===== src/rtl/sbox_layer_seq.sv =====
// sbox_layer_seq: applies the 4-bit PRESENT substitution to every nibble of a
// WIDTH-bit state, one nibble per clock (LSB nibble first), through a single
// shared sbox instance. Valid/ready handshakes on both input and output.
// The file also contains the sbox itself and a small assertion checker.

module present_sbox (
    input  logic [3:0] nib_in,
    output logic [3:0] nib_out
);

    // Fixed PRESENT substitution table.
    always_comb begin
        nib_out = 4'h0;
        case (nib_in)
            4'h0:    nib_out = 4'hC;
            4'h1:    nib_out = 4'h5;
            4'h2:    nib_out = 4'h6;
            4'h3:    nib_out = 4'hB;
            4'h4:    nib_out = 4'h9;
            4'h5:    nib_out = 4'h0;
            4'h6:    nib_out = 4'hA;
            4'h7:    nib_out = 4'hD;
            4'h8:    nib_out = 4'h3;
            4'h9:    nib_out = 4'hE;
            4'hA:    nib_out = 4'hF;
            4'hB:    nib_out = 4'h8;
            4'hC:    nib_out = 4'h4;
            4'hD:    nib_out = 4'h7;
            4'hE:    nib_out = 4'h1;
            4'hF:    nib_out = 4'h2;
            default: nib_out = 4'h0;
        endcase
    end

endmodule

module sbox_layer_seq_chk #(
    parameter int WIDTH = 64
) (
    input logic             clk,
    input logic             rst,
    input logic             in_ready,
    input logic             busy,
    input logic             out_valid,
    input logic             out_ready,
    input logic [WIDTH-1:0] out_data
);

    // Exactly one of the three phase flags is high at any time.
    a_phase_onehot: assert property (@(posedge clk) disable iff (rst)
        $onehot({in_ready, busy, out_valid}));

    // A result that is not taken stays valid and unchanged.
    a_result_hold: assert property (@(posedge clk) disable iff (rst)
        (out_valid && !out_ready) |=> (out_valid && $stable(out_data)));

endmodule

module sbox_layer_seq #(
    parameter int WIDTH = 64
) (
    input  logic             clk,
    input  logic             rst,
    input  logic             in_valid,
    output logic             in_ready,
    input  logic [WIDTH-1:0] in_data,
    output logic             out_valid,
    input  logic             out_ready,
    output logic [WIDTH-1:0] out_data,
    output logic             busy
);

    localparam int NIB = WIDTH / 4;
    localparam int CW  = $clog2(NIB);
    localparam logic [CW-1:0] CNT_LAST = CW'(NIB - 1);
    localparam logic [CW-1:0] CNT_ZERO = {CW{1'b0}};
    localparam logic [CW-1:0] CNT_ONE  = CW'(1);

    typedef enum logic [1:0] {
        ST_IDLE = 2'd0,
        ST_SUB  = 2'd1,
        ST_DONE = 2'd2
    } state_t;

    state_t           state_q, state_d;
    logic [CW-1:0]    cnt_q, cnt_d;
    logic [WIDTH-1:0] data_q, data_d;
    logic             in_ready_q, in_ready_d;
    logic             out_valid_q, out_valid_d;
    logic             busy_q, busy_d;

    logic [WIDTH-1:0] data_shift_s;
    logic [3:0]       sbox_in_s;
    logic [3:0]       sbox_out_s;

    // Route the nibble addressed by the counter to the shared sbox.
    always_comb begin
        data_shift_s = data_q >> {cnt_q, 2'b00};
        sbox_in_s    = data_shift_s[3:0];
    end

    present_sbox u_sbox (
        .nib_in  (sbox_in_s),
        .nib_out (sbox_out_s)
    );

    // Next-state, datapath update and decoded phase flags for the next cycle.
    always_comb begin
        state_d = state_q;
        cnt_d   = cnt_q;
        data_d  = data_q;
        case (state_q)
            ST_IDLE: begin
                if (in_valid) begin
                    data_d  = in_data;
                    cnt_d   = CNT_ZERO;
                    state_d = ST_SUB;
                end else begin
                    state_d = ST_IDLE;
                end
            end
            ST_SUB: begin
                // Only the addressed nibble takes the sbox result.
                for (int i = 0; i < NIB; i++) begin
                    data_d[4*i +: 4] = (cnt_q == CW'(i)) ? sbox_out_s : data_q[4*i +: 4];
                end
                if (cnt_q == CNT_LAST) begin
                    // Counter parks on the last index; it is cleared on the next accept.
                    cnt_d   = cnt_q;
                    state_d = ST_DONE;
                end else begin
                    cnt_d   = cnt_q + CNT_ONE;
                    state_d = ST_SUB;
                end
            end
            ST_DONE: begin
                if (out_ready) begin
                    state_d = ST_IDLE;
                end else begin
                    state_d = ST_DONE;
                end
            end
            default: begin
                state_d = ST_IDLE;
                cnt_d   = CNT_ZERO;
                data_d  = data_q;
            end
        endcase
        // Flags are registered alongside the state so they change on the same edge.
        in_ready_d  = (state_d == ST_IDLE);
        busy_d      = (state_d == ST_SUB);
        out_valid_d = (state_d == ST_DONE);
    end

    // State, counter, data and flag registers with synchronous reset.
    always_ff @(posedge clk) begin
        if (rst) begin
            state_q     <= ST_IDLE;
            cnt_q       <= CNT_ZERO;
            data_q      <= {WIDTH{1'b0}};
            in_ready_q  <= 1'b1;
            busy_q      <= 1'b0;
            out_valid_q <= 1'b0;
        end else begin
            state_q     <= state_d;
            cnt_q       <= cnt_d;
            data_q      <= data_d;
            in_ready_q  <= in_ready_d;
            busy_q      <= busy_d;
            out_valid_q <= out_valid_d;
        end
    end

    assign in_ready  = in_ready_q;
    assign busy      = busy_q;
    assign out_valid = out_valid_q;
    assign out_data  = data_q;

    sbox_layer_seq_chk #(.WIDTH(WIDTH)) u_chk (
        .clk       (clk),
        .rst       (rst),
        .in_ready  (in_ready_q),
        .busy      (busy_q),
        .out_valid (out_valid_q),
        .out_ready (out_ready),
        .out_data  (data_q)
    );

endmodule


===== config.mk =====
export PLATFORM = sky130hd
export DESIGN_NAME = sbox_layer_seq
export DESIGN_NICKNAME = d
export VERILOG_FILES = /design/src/rtl/sbox_layer_seq.sv
export SDC_FILE = /design/constraint.sdc
export NUM_CORES = 1
export LEC_CHECK = 0
export BUFFER_PORTS_ARGS = -buffer_cell sky130_fd_sc_hd__clkbuf_2
export CAP_MARGIN = 0
export CORE_UTILIZATION = 45
export CTS_CLUSTER_DIAMETER = 80
export CTS_CLUSTER_SIZE = 25
export DETAILED_ROUTE_END_ITERATION = 12
export PLACE_DENSITY = 0.72
export SLEW_MARGIN = 20
export SYNTH_ARGS = -nofsm -noshare
export SYNTH_HDL_FRONTEND = slang
export SYNTH_SLANG_ARGS = --single-unit

===== constraint.sdc =====
create_clock -name clk -period 3.2 [get_ports clk]
set_input_delay 0 -clock clk [delete_from_list [all_inputs] [get_ports clk]]
set_output_delay 0 -clock clk [all_outputs]
set_load 0.01 [all_outputs]

; Word-level counts from Yosys, hierarchy flattened
; Memory sizes are Yosys's and may differ from the RTL's.
; Index checks and enable logic that the tools add are counted.
; Widths: inputs -> output; s select.
[op_classes]
eq_ne = 37
n_addsub = 1
reduce_logical = 21
mux = 25
bitwise = 1
n_shift = 1
[op_table]
columns = cell, n
row1 = $pmux 64 s2, 1
row2 = $mux 4, 18
row3 = $mux 64, 1
row4 = $shr 64x6->4, 1
row5 = $reduce_and 3->1, 17
row6 = $ne 2x2->1 const B, 18
row7 = $eq 4x4->1 const B, 8
row8 = $eq 4x3->1 const B, 4
row9 = $pmux 4 s3, 1
row10 = $eq 4x2->1 const B, 2
row11 = $pmux 2 s3, 1
row12 = $add 4x1->4 const B, 1
row13 = $eq 2x1->1 const B, 2
row14 = $eq 2x2->1 const B, 2
row15 = $eq 4x1->1 const B, 1
row16 = $logic_not 2->1, 2
row17 = $logic_not 4->1, 1
row18 = $mux 2, 2
row19 = $reduce_bool 2->1, 1
row20 = $mux 1, 1
row21 = $not 1->1, 1
[word_totals]
wordCells = 108
output_inout_bits = 67
rom_bits = 64
regBits = 73
input_bits = 68
n_memories = 1
[mem_list]
columns = name, words, width, read_ports, rd_ports_with_merged_regs, wr, line
row1 = (name not given), 16, 4, 1, 0, 0, 14  ; case (nib_in)

; Logic depth before layout (Yosys ltp)
[depth]
word_depth = 4
depth_mapped = 14
ltp_nobuf = 11

; Modules after synthesis
; Synthesis repeated with hierarchy kept, for this count alone.
[hier_totals]
cells_unflattened = 427
hier_area_um2 = 4023.9
[by_module_without_submodules]
columns = module, cells_each, area_per_inst_um2, n_inst
row1 = sbox_layer_seq, 409, 3838.7, 1
row2 = present_sbox, 18, 185.2, 1

; Worst setup path after synthesis
; No wires, ideal clock.
[synth_path]
kind = reg-to-reg
startpoint = register cnt_q[0]
endpoint = register data_q[14] (netlist: out_data[14])
path_stages_with_launch = 12
n_path_buf = 1
t_required_ns = 3.066
arrival_ns = 2.785
synth_period_minus_slack_ns = 2.919
path_slack_ns = 0.281
cell_sequence = dfxtp_1 -> mux4_1 -> a22o_1 -> a221oi_2 -> inv_2 -> ha_1 -> a21oi_1 -> o22ai_1 -> a211o_1 -> a22oi_4 -> buf_4 -> o22ai_1
[synth_between]
elab_chain_cells = 4
[synth_lines]
columns = item, line
row1 = "start, declared", 86  ; logic [CW-1:0] cnt_q, cnt_d;
row2 = "start signal, assigned", 166  ; cnt_q <= cnt_d;
row3 = $shr 64x6->4, 98  ; data_shift_s = data_q >> {cnt_q, 2'b00};
row4 = $mem_v2 16x4, n/a
row5 = $mux 4, 125  ; data_d[4*i +: 4] = (cnt_q == CW'(i)) ? sbox_out_s : data_q[4*i +: 4];
row6 = $pmux 64 s2, 112  ; case (state_q)
row7 = "end signal, assigned", 160  ; data_q <= {WIDTH{1'b0}};
row8 = "end signal, assigned", 167  ; data_q <= data_d;
row9 = "end, declared", 87  ; logic [WIDTH-1:0] data_q, data_d;
; Several ways; a longest one is shown, not always the timed one. The select of a mux whose other input is x is not followed.
; A chain may end at the register's enable or synchronous reset.

; Worst setup path in the final report
[layout_path]
startpoint = register cnt_q[0]
endpoint = register data_q[50] (netlist: out_data[50])
; The elaborated chain is that of the path after synthesis.

==> summary.txt <==
Die
  • Rows: 34
  • Core area: between 0.008 and 0.009 mm²
  • Die area: between 0.009 and 0.01 mm²
  • I/O pin cnt: 135
  • Die Ht: between 90 and 100 µm
  • DIE WIDTH: about 100 µm
  • Initial Utilization: between 40% and 50%

Yosys
  • Ys Warns: 0
  • Largest family of logic cells by synthesized area: compound AO/OA/AOI/OAI gates
  • Main synth FF type: dfxtp_1
  • Synth Area in Compound Gates: 27.78%
  • Post-Syn Area: between 0.004 and 0.005 mm²
  • Register area share after synthesis: 34.81%
  • Post-Synthesis Cells: approximately 480
  • Mux share of post-synthesis cell area: about 8.8%
  • Synth Area in Adders: 2.683%
  • FFs w/ async S/R, synth: 0%
  • Post-Synth XOR/XNOR Area: less than 1%
  • Post-Synth Simple-Gate Area: around a fifth
  • Post-synth EDFFs: 0
  • Post-Syn Nets: between 500 and 600
  • Synthesized area per cell: around 8.8 µm²
  • Yosys cell types: 52
  • Synthesized flop and latch total: 73

STA
  • Final Slew Violations: 0
  • FMAX: between 0.3 and 0.4 GHz
  • Setup TNS: 0 ns
  • Tcrit/Tclk final: a little over nine tenths
  • Slack of the critical path: 0.1931 ns
  • RSZ-0062 raised after global routing: false
  • Clock skew: ~0.011 ns
  • Max_slew headroom: 32.77%
  • Hold WS: ~0.022 ns
  • Hold Fails Final Rpt: 0
  • Slew @ Worst Pin: ~1 ns
  • Min Clock Period, post-route: around 3 ns
  • Setup violations, final: 0

Critical path
  • Crit Path Max Fanout: 24
  • Worst path buffer plus inverter count: 2
  • Reg2reg end: out_data[50]
  • Worst setup EP type: register
  • Delay of the slowest critical-path stage: 0.51 ns
  • Worst reg-to-reg setup slack: between 0.15 and 0.2 ns
  • Crit path required time: approximately 3.4 ns
  • Reg-to-Reg Start: cnt_q[0]
  • Critical path class: register to register
  • CP cell instances: buf_12 > mux4_2 > a22oi_1 > nand2_1 > ha_1 > a21oi_1 > o22ai_1 > a211o_1 > a22oi_4 > buf_12 > o22ai_1
  • Startpoint Class: register
  • Cells on worst reg2reg path: 11
  • Crit path max-delay cell type: mux4_2
  • Cell family contributing the most delay on the critical path: compound AO/OA/AOI/OAI gates
  • CP arrival: approximately 3.2 ns

CTS
  • Clock Pin Slew Worst Setup and Hold Paths: approximately 0.080 ns
  • H-tree depth: 3
  • Max Root-Sink Buffers: 2
  • Root buffer cell: clkbuf_8
  • CTS tree: built
  • Later-pin clock latency in the skew report: about 0.36 ns
  • CTS buffer count: 9
  • Clock Sinks: 73

Cells and area
  • Diodes inserted: 0
  • Final Non-Filler Cells: a little over 700
  • Synthesis-to-finish area growth: 22.09%
  • Final Cell Area: between 0.005 and 0.006 mm²
  • Final #Nets: between 600 and 700
  • Share of cells above drive strength 1: approximately 34%

Placed design
  • I/O Buffers: roughly 130
  • Pre-CTS setup slack: 0.005757 ns
  • GPL Wtd Cong: ~0.93
  • Dpl hpwl: approximately 10 mm
  • Placed cell area: slightly below 0.005 mm²
  • Dpl cells: 693

Global route
  • Antenna violations before repair: 0
  • Total GRT Usage: between 20% and 30%
  • Vias in the first global route: 4042
  • First-pass GRT wire length: roughly 21 mm
  • Largest net degree at the start of global routing: 66
  • Gr ovfl total: 0

Power and ir drop
  • Worst IR drop on VDD: roughly 240 µV
  • P_leak: approximately 2.3 nW
  • Power per Cell Area: between 500 and 600 mW/mm²

Detailed routing
  • TritonRoute pass-1 iters: 5
  • Starting DRT DRC Count: between 300 and 400
  • Final ANT Viol Nets: 0
  • Wire length per cell: 19.16 µm
  • Vias/cell: a little over 6
  • Vias: 4402
  • Detailed Route WL: ~14 mm
  • Drt drc: 0

Hold path
  • HP Class: primary input to register
  • WHS Path Cells: 4
  • Worst-case hold path end point: out_data[13]
  • Hold path startpoint: in_data[13]

Flow run
  • Max Cap Violations: 0

Run status
  • Status: finished clean
[flip-flops by register name (all words and copies together) (netlist names)]
| register | count |
|---|---|
| out_data | 64 |
| busy | 1 |
| state_q | 2 |
| cnt_q | 4 |
| out_valid | 1 |
| in_ready | 1 |
[layout make-up]
type                            count  area, µm²
Clock inverter                      6      91.34
Sequential cell                    73       1463
Tap cell                          108      135.1
Timing Repair Buffer              150      815.8
Inverter                            7      26.28
Multi-Input combinational cell    356       2466
Fill cell                         807       3766
Clock buffer                       10      127.6
[per-stage QoR]
stage / utilization [%] / total power [mW]
after floorplan: - / 1.572
after global placement: 54.86 / 1.813
after detailed placement: 54.86 / 1.834
after CTS: 57.54 / 2.644
after global routing: 57.64 / 2.771
final: 57.64 / 2.660
[cell families after synthesis]
| family | Yosys count |
|---|---|
| and+or+nand+nor | 148 |
| xor gates and xnor gates | 2 |
| buffers and inverters | 50 |
| AOI/OAI and AO/OA | 176 |
| adders and majority gates | 9 |
| DFF | 73 |
| muxes | 21 |
[power breakdown]
| part | internal, mW | switching, mW | leakage, nW |
|---|---|---|---|
| Combinational | 0.315 | 0.450 | 1.61 |
| Sequential | 0.991 | 0.0898 | 0.600 |
| Clock | 0.444 | 0.371 | 0.111 |
| Total | 1.75 | 0.911 | 2.32 |
[cells in the final DEF, fill, tap and decap left out, drive strengths merged]
cell type | netlist | layout
ha | 9 | 9
bufinv | 0 | 2
or3 | 16 | 16
a21oi | 91 | 91
mux4 | 11 | 11
o311ai | 1 | 1
o22ai | 52 | 52
a221oi | 1 | 1
a2bb2oi | 1 | 1
nand2b | 2 | 2
or2 | 1 | 1
o21ai | 3 | 3
nand4 | 1 | 1
nor3b | 2 | 2
inv | 7 | 8
a21o | 1 | 1
nor3 | 3 | 3
and2b | 1 | 1
nor2 | 51 | 51
nor2b | 4 | 4
o31ai | 1 | 1
a2111oi | 2 | 2
and2 | 6 | 6
nor4 | 1 | 1
buf | 10 | 16
clkbuf | 32 | 144
dfxtp | 73 | 73
a311oi | 16 | 16
a22oi | 3 | 3
mux2 | 4 | 4
nand2 | 8 | 8
mux2i | 6 | 6
clkinv | 0 | 3
a22o | 1 | 1
xor2 | 2 | 2
and3 | 52 | 52
a211o | 2 | 2
o311a | 1 | 1
[Yosys cell counts, types with 3 or more instances]
library cell  number  area [µm²]
nor3_1             3       15.01
nor2_1            51       191.4
mux2_2             4       45.04
and3_1            52       325.3
nor2b_1            4       25.02
clkbuf_1          27       101.4
mux4_1             4       105.1
and2_1             5       31.28
or3_1             14       87.58
ha_1               9       112.6
mux4_2             7       157.7
a311oi_1          16       140.1
o22ai_1           42       262.8
dfxtp_1           73        1461
inv_1              5       18.77
a21oi_1           89       445.4
buf_6              8       90.09
o22ai_2            9       112.6
nand2_1            8       30.03
clkbuf_2           3       15.01
mux2i_1            6       60.06
[what timing repair did]
action,in CTS,in global routing
endpoints found under the hold margin,0,0
hold buffers,0,0
setup buffers,1,0
pin swaps,1,0
resized for setup,0,2
setup endpoints to repair,1,29
[how the worst max path moves through the flow]
stage               slack [ns]  cells past startpoint      from      endpoint
finish                    0.19                     11  cnt_q[0]  out_data[50]
global route              0.05                     11  cnt_q[1]  out_data[50]
CTS                       0.16                     10  cnt_q[1]   out_data[4]
detailed placement       0.006                     10  cnt_q[1]  out_data[50]
global placement          0.14                     10  cnt_q[1]  out_data[38]
floorplan                 0.28                     11  cnt_q[0]  out_data[14]
[tightest hold or removal path, cell delays in order]
cell	delay (ns)
clkbuf_2	0.07
and3_1	0.13
a21oi_1	0.04
o22ai_1	0.10
[routing by layer]
metal	vias up	global-route usage, %	wire [µm]
li1	2055	-	-
met1	2075	37.73	5767
met2	236	45.18	6360
met3	36	4.184	984
met4	0	14.01	489
met5	-	0	0
Note: power is estimated with default switching activity, not from simulation.
